<file path="config.mk">
export PLATFORM = sky130hd
export DESIGN_NAME = uart_apb_sequencer
export DESIGN_NICKNAME = d
export VERILOG_FILES = /design/src/rtl/uart_apb_sequencer.sv
export SDC_FILE = /design/constraint.sdc
export NUM_CORES = 1
export LEC_CHECK = 0
export BUFFER_PORTS_ARGS = -buffer_cell sky130_fd_sc_hd__buf_2
export CAP_MARGIN = 20
export CORE_MARGIN = 2
export CORE_UTILIZATION = 51
export DETAILED_ROUTE_END_ITERATION = 10
export PLACE_DENSITY = 0.88
export REMOVE_ABC_BUFFERS = 1
export SLEW_MARGIN = 20
export SYNTH_ARGS = -nofsm -noshare
export SYNTH_HDL_FRONTEND = slang
export SYNTH_SLANG_ARGS = --single-unit
</file>
<file path="constraint.sdc">
create_clock -name PCLK -period 1.87 [get_ports PCLK]
set_input_delay 0.2805 -clock PCLK [delete_from_list [all_inputs] [get_ports PCLK]]
set_output_delay 0.2805 -clock PCLK [all_outputs]
set_load 0.005 [all_outputs]
</file>
<file path="src/rtl/uart_apb_sequencer.sv">
// Purpose : APB master that configures a 4-register UART core and then moves TX bytes / RX bytes through it.
// Latency : APB transfers are SETUP + ACCESS(>=1) + GAP; rx_valid fires the cycle after the read completes.
// Backpress: tx_ready drops when the TX queue is full; rx_valid has no backpressure; ACCESS aborts after TIMEOUT cycles.
//
// Ports:
//   PCLK, PRESET                       clock, asynchronous active-high reset
//   PSEL/PENABLE/PADDR/PWRITE/PWDATA   APB request towards the UART core (registered)
//   PRDATA/PREADY                      APB response from the UART core
//   TXRDY/RXRDY                        UART status levels
//   cfg_req/cfg_div/cfg_done           divisor reprogramming handshake
//   tx_valid/tx_data/tx_ready          TX byte push interface
//   rx_valid/rx_data                   received byte output
//   err                                one-cycle pulse on PREADY timeout
module uart_apb_sequencer #(
    parameter logic [15:0] BAUD_DIV  = 16'h000D,
    parameter int          TXQ_DEPTH = 4,
    parameter int          TIMEOUT   = 255
) (
    input  logic        PCLK,
    input  logic        PRESET,
    output logic        PSEL,
    output logic        PENABLE,
    output logic [1:0]  PADDR,
    output logic        PWRITE,
    output logic [7:0]  PWDATA,
    input  logic [7:0]  PRDATA,
    input  logic        PREADY,
    input  logic        TXRDY,
    input  logic        RXRDY,
    input  logic        cfg_req,
    input  logic [15:0] cfg_div,
    output logic        cfg_done,
    input  logic        tx_valid,
    input  logic [7:0]  tx_data,
    output logic        tx_ready,
    output logic        rx_valid,
    output logic [7:0]  rx_data,
    output logic        err
);

    localparam int AW = $clog2(TXQ_DEPTH);
    localparam int CW = $clog2(TIMEOUT + 1);

    localparam logic [1:0] ADDR_DIV_LO = 2'd0;
    localparam logic [1:0] ADDR_DIV_HI = 2'd1;
    localparam logic [1:0] ADDR_TX     = 2'd2;
    localparam logic [1:0] ADDR_RX     = 2'd3;

    typedef enum logic [2:0] {
        CFG_LO,
        CFG_HI,
        IDLE,
        SETUP,
        ACCESS,
        GAP
    } state_t;

    // Which kind of transfer is currently on the bus; decides what the
    // completion / abort of ACCESS does.
    typedef enum logic [1:0] {
        OP_CFG_LO,
        OP_CFG_HI,
        OP_RX,
        OP_TX
    } op_t;

    // ------------------------------------------------------------------
    // TX queue: circular buffer, pointers carry one extra wrap bit so that
    // full and empty are told apart by the MSB.
    // ------------------------------------------------------------------
    logic [7:0]  q_mem [TXQ_DEPTH];
    logic [AW:0] wptr_q;
    logic [AW:0] rptr_q;
    logic        q_full;
    logic        q_empty;
    logic        q_push;
    logic        q_pop;

    assign q_full  = (wptr_q[AW] != rptr_q[AW]) && (wptr_q[AW-1:0] == rptr_q[AW-1:0]);
    assign q_empty = (wptr_q == rptr_q);
    // A push while full is dropped even if a pop frees a slot this cycle.
    assign q_push  = tx_valid && !q_full;
    assign tx_ready = !q_full;

    // ------------------------------------------------------------------
    // FSM registers
    // ------------------------------------------------------------------
    state_t          state_q;
    state_t          gap_next_q;
    op_t             op_q;
    logic [15:0]     div_q;
    logic [CW-1:0]   cnt_q;
    logic            psel_q;
    logic            penable_q;
    logic [1:0]      paddr_q;
    logic            pwrite_q;
    logic [7:0]      pwdata_q;
    logic            cfg_done_q;
    logic            rx_valid_q;
    logic [7:0]      rx_data_q;
    logic            err_q;
    logic            rx_hold_q;
    logic            tx_hold_q;

    logic            access_done;
    logic            access_tmo;

    assign access_done = (state_q == ACCESS) && PREADY;
    assign access_tmo  = (state_q == ACCESS) && !PREADY && (cnt_q == CW'(TIMEOUT - 1));

    // The head byte leaves the queue whether the write completed or was
    // aborted; a timed-out byte is discarded rather than retried.
    assign q_pop = (access_done || access_tmo) && (op_q == OP_TX);

    always_ff @(posedge PCLK or posedge PRESET) begin
        if (PRESET) begin
            wptr_q <= '0;
            rptr_q <= '0;
        end else begin
            if (q_push) begin
                wptr_q <= wptr_q + 1'b1;
            end
            if (q_pop) begin
                rptr_q <= rptr_q + 1'b1;
            end
        end
    end

    always_ff @(posedge PCLK) begin
        if (q_push) begin
            q_mem[wptr_q[AW-1:0]] <= tx_data;
        end
    end

    always_ff @(posedge PCLK or posedge PRESET) begin
        if (PRESET) begin
            state_q    <= CFG_LO;
            gap_next_q <= IDLE;
            op_q       <= OP_CFG_LO;
            div_q      <= BAUD_DIV;
            cnt_q      <= '0;
            psel_q     <= 1'b0;
            penable_q  <= 1'b0;
            paddr_q    <= 2'd0;
            pwrite_q   <= 1'b0;
            pwdata_q   <= 8'h00;
            cfg_done_q <= 1'b0;
            rx_valid_q <= 1'b0;
            rx_data_q  <= 8'h00;
            err_q      <= 1'b0;
            rx_hold_q  <= 1'b0;
            tx_hold_q  <= 1'b0;
        end else begin
            rx_valid_q <= 1'b0;
            err_q      <= 1'b0;

            // Hold flags drop on the first low status cycle; a completion
            // in the same cycle re-arms them below (later assignment wins).
            if (!RXRDY) begin
                rx_hold_q <= 1'b0;
            end
            if (!TXRDY) begin
                tx_hold_q <= 1'b0;
            end

            case (state_q)
                CFG_LO: begin
                    op_q     <= OP_CFG_LO;
                    psel_q   <= 1'b1;
                    paddr_q  <= ADDR_DIV_LO;
                    pwrite_q <= 1'b1;
                    pwdata_q <= div_q[7:0];
                    state_q  <= SETUP;
                end

                CFG_HI: begin
                    op_q     <= OP_CFG_HI;
                    psel_q   <= 1'b1;
                    paddr_q  <= ADDR_DIV_HI;
                    pwrite_q <= 1'b1;
                    pwdata_q <= div_q[15:8];
                    state_q  <= SETUP;
                end

                IDLE: begin
                    if (cfg_req) begin
                        div_q      <= cfg_div;
                        cfg_done_q <= 1'b0;
                        state_q    <= CFG_LO;
                    end else if (cfg_done_q && RXRDY && !rx_hold_q) begin
                        op_q     <= OP_RX;
                        psel_q   <= 1'b1;
                        paddr_q  <= ADDR_RX;
                        pwrite_q <= 1'b0;
                        pwdata_q <= 8'h00;
                        state_q  <= SETUP;
                    end else if (cfg_done_q && TXRDY && !tx_hold_q && !q_empty) begin
                        op_q     <= OP_TX;
                        psel_q   <= 1'b1;
                        paddr_q  <= ADDR_TX;
                        pwrite_q <= 1'b1;
                        pwdata_q <= q_mem[rptr_q[AW-1:0]];
                        state_q  <= SETUP;
                    end
                end

                SETUP: begin
                    penable_q <= 1'b1;
                    cnt_q     <= '0;
                    state_q   <= ACCESS;
                end

                ACCESS: begin
                    if (PREADY) begin
                        psel_q    <= 1'b0;
                        penable_q <= 1'b0;
                        state_q   <= GAP;
                        case (op_q)
                            OP_CFG_LO: gap_next_q <= CFG_HI;
                            OP_CFG_HI: begin
                                gap_next_q <= IDLE;
                                cfg_done_q <= 1'b1;
                            end
                            OP_RX: begin
                                gap_next_q <= IDLE;
                                rx_data_q  <= PRDATA;
                                rx_valid_q <= 1'b1;
                                rx_hold_q  <= 1'b1;
                            end
                            default: begin
                                gap_next_q <= IDLE;
                                tx_hold_q  <= 1'b1;
                            end
                        endcase
                    end else if (cnt_q == CW'(TIMEOUT - 1)) begin
                        psel_q    <= 1'b0;
                        penable_q <= 1'b0;
                        err_q     <= 1'b1;
                        state_q   <= GAP;
                        // A failed divisor write restarts the whole pair so
                        // the core never runs on a half-written divisor.
                        if ((op_q == OP_CFG_LO) || (op_q == OP_CFG_HI)) begin
                            gap_next_q <= CFG_LO;
                        end else begin
                            gap_next_q <= IDLE;
                        end
                    end else begin
                        cnt_q <= cnt_q + 1'b1;
                    end
                end

                GAP: begin
                    state_q <= gap_next_q;
                end

                default: begin
                    state_q <= CFG_LO;
                end
            endcase
        end
    end

    assign PSEL     = psel_q;
    assign PENABLE  = penable_q;
    assign PADDR    = paddr_q;
    assign PWRITE   = pwrite_q;
    assign PWDATA   = pwdata_q;
    assign cfg_done = cfg_done_q;
    assign rx_valid = rx_valid_q;
    assign rx_data  = rx_data_q;
    assign err      = err_q;

endmodule

</file>
==> results of run 1 <==
==> path summary, 6_finish.rpt <==
| path | to |
|---|---|
| max | rx_data[1] |
| min | q_mem[1][2] |
| max reg2reg | rx_data[1] |
| min reg2reg | rx_hold_q |
| max in group asynchronous | rx_data[0] |
| min in group asynchronous | state_q[0] |
==> flip-flops by register name (all words and copies together) (netlist names), 2 cells and up <==
register and flops:
wptr_q 3, q_mem 32, state_q 3, div_q 16, PWDATA 8, rx_data 8, op_q 2, rptr_q 3
gap_next_q 2, cnt_q 8
==> timing repair <==
action                                 CTS  global route
endpoints found under the hold margin   20             0
resized for setup                        0             6
setup endpoints to repair                0            22
hold buffers                             1             0
==> metrics by stage <==
stage | area (µm²) | power [mW]
2_1_floorplan | 4029 | 4.949
3_3_place_gp | 4652 | 5.848
3_5_place_dp | 4652 | 5.994
4_1_cts | 4830 | 7.175
5_1_grt | 4847 | 7.648
6_report | 4847 | 7.153
==> synthesized netlist by cell type (3+ instances only) <==
cell,number
dfrtp_1,58
edfxtp_1,32
mux2_2,27
inv_1,19
nor2_1,16
nand2_1,14
mux2i_1,10
o21ai_0,9
a222oi_1,8
a22o_1,8
mux4_2,8
ha_1,7
nand3_1,7
and2_1,6
xnor2_1,6
a21oi_1,5
xor2_1,5
clkbuf_1,4
dfstp_2,4
nor3_1,4
a31oi_1,3
buf_1,3
buf_2,3
==> power breakdown <==
group / switching (mW) / total (mW) / internal [mW] / leakage, nW
clock: 0.683 / 1.17 / 0.486 / 0.0760
sequential: 0.389 / 3.19 / 2.80 / 1.07
combinational: 1.37 / 2.80 / 1.43 / 1.01
==> final cells by class <==
| cell class | count | share of cell area |
|---|---|---|
| repair buffers | 83 | 0.1043 |
| inverters | 19 | 0.01471 |
| flip-flops and latches | 94 | 0.5194 |
| clock inverters | 5 | 0.007486 |
| well taps | 102 | 0.02633 |
| clock buffers | 11 | 0.02710 |
| multi-input cells | 172 | 0.3007 |
==> worst max-delay path, cell delays in order (launching register included) <==
cell	delay (ps)
dfrtp_1	410
buf_4	170
nand4bb_1	240
nand3b_1	460
mux2_2	410
==> per-layer routing <==
layer	share of wire	vias to the layer above	track usage
met2	0.51	82	0.3226
met5	0	-	0
met1	0.43	1374	0.2715
met3	0.052	6	0.04815
met4	0.0088	0	0.07367
li1	-	1267	-
==> logic make-up (layout without fill, tap and decap cells) <==
logic type / count (synthesis) / after routing / synth area share
XOR/XNOR: 11 / 11 / 0.02345
adder cells (fa/ha/maj): 7 / 7 / 0.02132
AND/OR/NAND/NOR: 62 / 62 / 0.07829
flip-flops: 94 / 94 / 0.6129
AO/OA/AOI/OAI: 47 / 47 / 0.08529
buffers and inverters: 33 / 118 / 0.03655
multiplexers: 45 / 45 / 0.1422
==> results_tabular.tex, run 1 <==
\begin{tabular}{lr}
\hline
Metric & Value \\
\hline
\multicolumn{2}{l}{\textbf{Worst setup path}} \\
\quad Crit. End Element & flop \\
\quad Worst setup path startpoint & state\_q[1] \\
\quad Worst setup path class & reg -> reg \\
\quad CP Launch Type & flop \\
\quad Peak fanout along the critical path & 10 \\
\quad Startpoint of the most critical register-to-register path & state\_q[1] \\
\quad Worst Reg2Reg Path Length in Cells & 4 \\
\quad Flop2flop setup slack & 70 ps \\
\quad Required arrival time at the worst endpoint & 2110 ps \\
\quad Arrival time of the worst setup path & 2040 ps \\
\multicolumn{2}{l}{\textbf{Yosys}} \\
\quad Synthesized instance count & 299 \\
\quad Proportion of synthesized chip area in sequential cells & 0.6129 \\
\quad Number of different library cells in the post-synthesis netlist & 49 \\
\quad Portion of synthesized cell area occupied by the leading cell type & 0.3533 \\
\quad Share of async-settable or async-resettable flops after synthesis & 0.6596 \\
\quad FF+latch count, synth & 94 \\
\quad YS warnings & 0 \\
\quad Post-Synthesis Cell Area & 0.004108 mm² \\
\quad Avg Cell Area, Syn & 13.74 µm² \\
\quad Leading post-synthesis cells by cell area & dfrtp\_1 35\%, edfxtp\_1 23\%, mux2\_2 7.4\%, mux4\_2 4.4\%, dfstp\_2 2.6\% \\
\quad Most common flop cell mapped by yosys & dfrtp\_1 \\
\quad EDFF count, synth & 32 \\
\quad Dominant cell type by area after synthesis & dfrtp\_1 \\
\multicolumn{2}{l}{\textbf{Floorplanning}} \\
\quad Area inside the core boundary & 0.007767 mm² \\
\quad Die area & 0.008788 mm² \\
\quad DIE HEIGHT & 93.75 µm \\
\quad Starting density of the core & 0.5288 \\
\quad I/O pin count & 64 \\
\quad FP Rows & 32 \\
\quad Horizontal extent of the die & 93.75 µm \\
\multicolumn{2}{l}{\textbf{Cells and area}} \\
\quad Most frequent cells in the layout & 63 x buf\_2, 58 x dfrtp\_1, 32 x edfxtp\_1 \\
\quad Area growth from synthesis to layout & 18.00\% \\
\quad Storage cell area & 0.002517 mm² \\
\quad Fin nets & 425 \\
\quad Filler cells & 578 \\
\quad Most frequent standard cell in the layout excluding fill and tap cells & buf\_2 \\
\quad Final standard cell count with taps included and fillers excluded & 486 \\
\quad Area used by multi-input combinational logic & 0.001458 mm² \\
\quad Diodes inserted & 0 \\
\quad Ratio of cells with drive above 1 in the final layout & 0.3750 \\
\quad Final cell utilization of the core & 0.6240 \\
\multicolumn{2}{l}{\textbf{Detailed routing}} \\
\quad Routed len/inst & 16.88 µm \\
\quad Final Routed Wirelength & 8203 µm \\
\quad Initial drt markers & 214 \\
\quad DRC violations left & 0 \\
\quad Via count & 2729 \\
\quad Number of vias per cell after detailed routing & 5.615 \\
\quad Final ANT Viol Nets & 0 \\
\quad Detailed Routing Iterations Pass 1 & 4 \\
\multicolumn{2}{l}{\textbf{Power}} \\
\quad Static leakage power & 2.148 nW \\
\quad Total power per unit cell area & 1476 mW/mm² \\
\quad Worst vdd ir & 630.9 µV \\
\multicolumn{2}{l}{\textbf{Placed design}} \\
\quad IO Port Bufs & 63 \\
\quad Placed wire-length estimate & 5891 µm \\
\quad Post-place setup slack & 25.79 ps \\
\quad Placed cells & 469 \\
\quad Final estimated routing congestion in global placement & 0.8423 \\
\multicolumn{2}{l}{\textbf{Run status}} \\
\quad Run status & completed \\
\multicolumn{2}{l}{\textbf{Clock tree}} \\
\quad Clock Pin Slew Worst Setup and Hold Paths & 90 ps \\
\quad Total clock sinks & 94 \\
\quad TritonCTS clock tree & built \\
\quad Clk\_lat worst skew & 360 ps \\
\quad Maximum number of buffers from clock root to sink & 2 \\
\quad Clk Tree Root Cell & clkbuf\_8 \\
\quad CTS H-Tree Depth & 3 \\
\quad Number of clock buffers inserted by TritonCTS & 9 \\
\quad Buffers inserted by post-CTS timing repair & 0 \\
\multicolumn{2}{l}{\textbf{Flow run}} \\
\quad Maxcap violations & 0 \\
\multicolumn{2}{l}{\textbf{STA}} \\
\quad Final worst path period need & 1803 ps \\
\quad Worst setup slack after layout & 66.60 ps \\
\quad Worst hold margin & 137.3 ps \\
\quad Setup repair after global routing missed its margin & yes \\
\quad Worst-margin pin slew & 557.3 ps \\
\quad Setup TNS & 0 ps \\
\quad Final Hold Vio Count & 0 \\
\quad Final setup violation count & 0 \\
\quad Fmax achieved & 554.5 MHz \\
\quad Slew margin rel. & 0.6279 \\
\quad Fin Clk Skew & 16.95 ps \\
\quad Period utilization & 0.9644 \\
\quad Number of pins with negative max-slew slack in the final report & 0 \\
\multicolumn{2}{l}{\textbf{Global route}} \\
\quad Total congestion overflow & 0 \\
\quad Number of antenna violations at the first check in global routing & 0 \\
\quad GRT Resource Usage Total & 0.2020 \\
\quad Largest net degree at the start of global routing & 26 \\
\quad Wire length of the first global-routing pass & 13410 µm \\
\quad Number of global-route vias before repair & 2688 \\
\multicolumn{2}{l}{\textbf{Min path}} \\
\quad Worst Hold Class & in -> reg \\
\quad Beginning of the worst hold path & tx\_data[2] \\
\quad Depth of the worst hold-timing path & 1 \\
\hline
\end{tabular}
No activity file was read; power rests on OpenSTA's default activity.
==> run 2: changes to the inputs <==
--- a/config.mk
+++ b/config.mk
@@ -5,12 +5,13 @@
 export SDC_FILE = /design/constraint.sdc
 export NUM_CORES = 1
 export LEC_CHECK = 0
-export BUFFER_PORTS_ARGS = -buffer_cell sky130_fd_sc_hd__buf_2
+export BUFFER_PORTS_ARGS = -buffer_cell sky130_fd_sc_hd__buf_4
 export CAP_MARGIN = 20
 export CORE_MARGIN = 2
 export CORE_UTILIZATION = 51
 export DETAILED_ROUTE_END_ITERATION = 10
 export PLACE_DENSITY = 0.88
+export RECOVER_POWER = 100
 export REMOVE_ABC_BUFFERS = 1
 export SLEW_MARGIN = 20
 export SYNTH_ARGS = -nofsm -noshare
==> run 2 against run 1 <==
Compared with the run above:
- maximum frequency grew 1.7%
- utilization up 1.8 points
- sequential cell count stayed put
- worst setup slack better by 30 ps
- sequential power increased by 1%
- sequential share of layout area decreased by 1.5 points
- die area did not move
- global-route usage down 0.28 points
- routed wire length grew 0.22%
- combinational power is 3% higher
- critical path depth rose by 2
- first-iteration DRC count down 0.47%
- critical endpoint is now rptr_q[1]
- largest cell class unchanged
==> results_tabular.tex, run 2 (same netlist as run 1, synthesis figures left out) <==
\begin{tabular}{lr}
\hline
Metric & Value \\
\hline
\multicolumn{2}{l}{\textbf{Placed design}} \\
\quad Final estimated routing congestion in global placement & 0.9220 (+9.5\%) \\
\quad Cell Area, Placed & 0.004835 mm² (+3.9\%) \\
\quad IO Port Bufs & 63 (unchanged) \\
\quad Placed cells & 474 (+1.1\%) \\
\quad Placed wire-length estimate & 6034 µm (+2.4\%) \\
\quad Post-place setup slack & 61.89 ps (+36.10 ps) \\
\multicolumn{2}{l}{\textbf{Worst setup path}} \\
\quad Peak fanout along the critical path & 5 (-5) \\
\quad Sequence of cells on the critical path & inv\_1, ha\_1, and3\_1, a31oi\_1, nor3\_2, mux2\_2 \\
\quad Crit path buffers/inverters & 1 (unchanged) \\
\quad Arrival time of the worst setup path & 2020 ps (-20 ps) \\
\quad Crit. End Element & flop \\
\quad Worst setup path class & reg -> reg \\
\quad Master of the slowest instance on the critical path & dfrtp\_1 \\
\quad Max stage delay on crit path & 430 ps (-30 ps) \\
\quad Cell family with the largest share of critical-path delay & simple AND/OR/NAND/NOR gates \\
\quad Instance count on the critical path & 6 (+2) \\
\quad Required arrival time at the worst endpoint & 2110 ps (about the same) \\
\quad Worst Reg2Reg Path Length in Cells & 6 (+2) \\
\quad CP Launch Type & flop \\
\multicolumn{2}{l}{\textbf{Detailed routing}} \\
\quad Final Routed Wirelength & 8221 µm (+0.22\%) \\
\quad Final ANT Viol Nets & 0 (unchanged) \\
\quad Detailed Routing Iterations Pass 1 & 5 (+1) \\
\quad Via count & 2674 (-2.0\%) \\
\quad Initial drt markers & 213 (-0.47\%) \\
\quad DRC violations left & 0 (unchanged) \\
\quad Number of vias per cell after detailed routing & 5.435 (-3.2\%) \\
\quad Routed len/inst & 16.71 µm (-1.0\%) \\
\multicolumn{2}{l}{\textbf{STA}} \\
\quad Number of pins with negative max-slew slack in the final report & 0 (unchanged) \\
\quad Setup repair after global routing missed its margin & no \\
\quad Final setup violation count & 0 (unchanged) \\
\quad Slew margin rel. & 0.6068 (-0.02115) \\
\quad Worst hold margin & 135.6 ps (-1.704 ps) \\
\quad Fmax achieved & 563.9 MHz (+1.7\%) \\
\quad Fin Clk Skew & 5.711 ps (-11.24 ps) \\
\quad Worst-margin pin slew & 589.2 ps (+31.88 ps) \\
\quad Final Hold Vio Count & 0 (unchanged) \\
\quad Period utilization & 0.9484 (-0.01599) \\
\quad Worst setup slack after layout & 96.50 ps (+29.90 ps) \\
\quad Final worst path period need & 1774 ps (-29.90 ps) \\
\multicolumn{2}{l}{\textbf{Clock tree}} \\
\quad Maximum number of buffers from clock root to sink & 2 (unchanged) \\
\quad Clk Tree Root Cell & clkbuf\_8 \\
\quad TritonCTS clock tree & built \\
\quad Clock Pin Slew Worst Setup and Hold Paths & 90 ps (about the same) \\
\quad Clk\_lat worst skew & 350 ps (about the same) \\
\quad Number of clock buffers inserted by TritonCTS & 9 (unchanged) \\
\quad CTS H-Tree Depth & 3 (unchanged) \\
\quad Total clock sinks & 94 (unchanged) \\
\multicolumn{2}{l}{\textbf{Power}} \\
\quad Combinational group share of total power & 0.392 (about the same) \\
\quad Total power per unit cell area & 1468 mW/mm² (-0.54\%) \\
\quad Switching part of the total & 0.3431 (+0.002304) \\
\quad Net switching power & 2.513 mW (+3.1\%) \\
\quad Relative contribution of sequential cells to total power & 0.441 (-0.004) \\
\quad Clock group share of total power & 0.167 (+0.004) \\
\quad Pint & 4.811 mW (+2.0\%) \\
\quad Worst vdd ir & 547.3 µV (-13\%) \\
\quad Static leakage power & 2.167 nW (+0.86\%) \\
\multicolumn{2}{l}{\textbf{Floorplanning}} \\
\quad Die area & 0.008788 mm² (unchanged) \\
\quad Horizontal extent of the die & 93.75 µm (unchanged) \\
\quad Area inside the core boundary & 0.007767 mm² (unchanged) \\
\quad FP Rows & 32 (unchanged) \\
\quad Starting density of the core & 0.5288 (unchanged) \\
\quad DIE HEIGHT & 93.75 µm (unchanged) \\
\quad I/O pin count & 64 (unchanged) \\
\multicolumn{2}{l}{\textbf{Global route}} \\
\quad Wire length of the first global-routing pass & 13600 µm (+1.4\%) \\
\quad Total congestion overflow & 0 (unchanged) \\
\quad Number of global-route vias before repair & 2740 (+1.9\%) \\
\quad GRT Resource Usage Total & 0.1992 (-0.002823) \\
\quad Number of antenna violations at the first check in global routing & 0 (unchanged) \\
\quad Largest net degree at the start of global routing & 33 (+27\%) \\
\multicolumn{2}{l}{\textbf{Run status}} \\
\quad Run status & completed \\
\multicolumn{2}{l}{\textbf{Cells and area}} \\
\quad Ratio of cells with drive above 1 in the final layout & 0.3487 (-0.02628) \\
\quad Fin nets & 431 (+1.4\%) \\
\quad Final standard cell count with taps included and fillers excluded & 492 (+1.2\%) \\
\quad Area growth from synthesis to layout & 21.47\% \\
\quad Most frequent standard cell in the layout excluding fill and tap cells & dfrtp\_1 \\
\quad Diodes inserted & 0 (unchanged) \\
\quad Most frequent cells in the layout & 58 x dfrtp\_1, 47 x buf\_4, 32 x edfxtp\_1 \\
\quad Flip-flop count of the largest register after layout & 32 (unchanged) \\
\quad Area of all placed cells without fillers & 0.004990 mm² (+2.9\%) \\
\multicolumn{2}{l}{\textbf{Flow run}} \\
\quad Maxcap violations & 0 (unchanged) \\
\multicolumn{2}{l}{\textbf{Min path}} \\
\quad Depth of the worst hold-timing path & 3 (+2) \\
\quad Worst Hold Class & in -> reg \\
\hline
\end{tabular}
-- run 2: cell type report --
type / count / area, µm²
timing repair buffer: 89 / 616.8
tap: 102 / 127.6
clock inverter: 7 / 56.30
sequential: 94 / 2517
multi-input combinational: 172 / 1476
inverter: 19 / 71.32
clock buffer: 9 / 123.9
fill: 599 / 2778
-- run 2: through the flow --
step	TNS, ps	power, mW	util
3_5_place_dp	0	6.143	0.6224
3_3_place_gp	0	5.998	0.6224
5_1_grt	0	7.789	0.6424
6_report	0	7.324	0.6424
2_1_floorplan	-11140	4.949	-
4_1_cts	0	7.402	0.6469
-- run 2: power by group through the flow --
stage          Clock [mW]  Combinational (mW)  Sequential (mW)
2_1_floorplan           0                1.67             3.28
3_3_place_gp            0                2.80             3.20
3_5_place_dp            0                2.90             3.24
4_1_cts              1.26                2.94             3.21
5_1_grt              1.34                3.16             3.29
6_report             1.22                2.87             3.23
-- run 2: worst paths after layout --
check | to | startpoint | slack, ps
min | rx_hold_q | RXRDY | 140
min in group asynchronous | rx_data[5] | PRESET | 550
min reg2reg | rx_hold_q | rx_hold_q | 490
max reg2reg | rptr_q[1] | cnt_q[0] | 100
max | rptr_q[1] | cnt_q[0] | 100
max in group asynchronous | div_q[0] | PRESET | 370
-- run 2: worst reg2reg max path: stages (launching register included) --
cell and delay, ps:
dfrtp_1 430, inv_1 70, ha_1 150, and3_1 220
a31oi_1 180, nor3_2 250, mux2_2 360
-- run 2: metal layers --
layer | GRT usage | part of all wire
met5 | 0 | 0
met1 | 0.2761 | 0.43
met4 | 0.06522 | 0.017
met2 | 0.3292 | 0.51
met3 | 0.02488 | 0.043
-- run 2: timing repair --
action | in CTS | in global routing
hold buffers | 1 | 0
endpoints found under the setup margin | 0 | 22
endpoints found under the hold margin | 13 | 0
resized for setup | 0 | 8
buffers inserted | 0 | 1
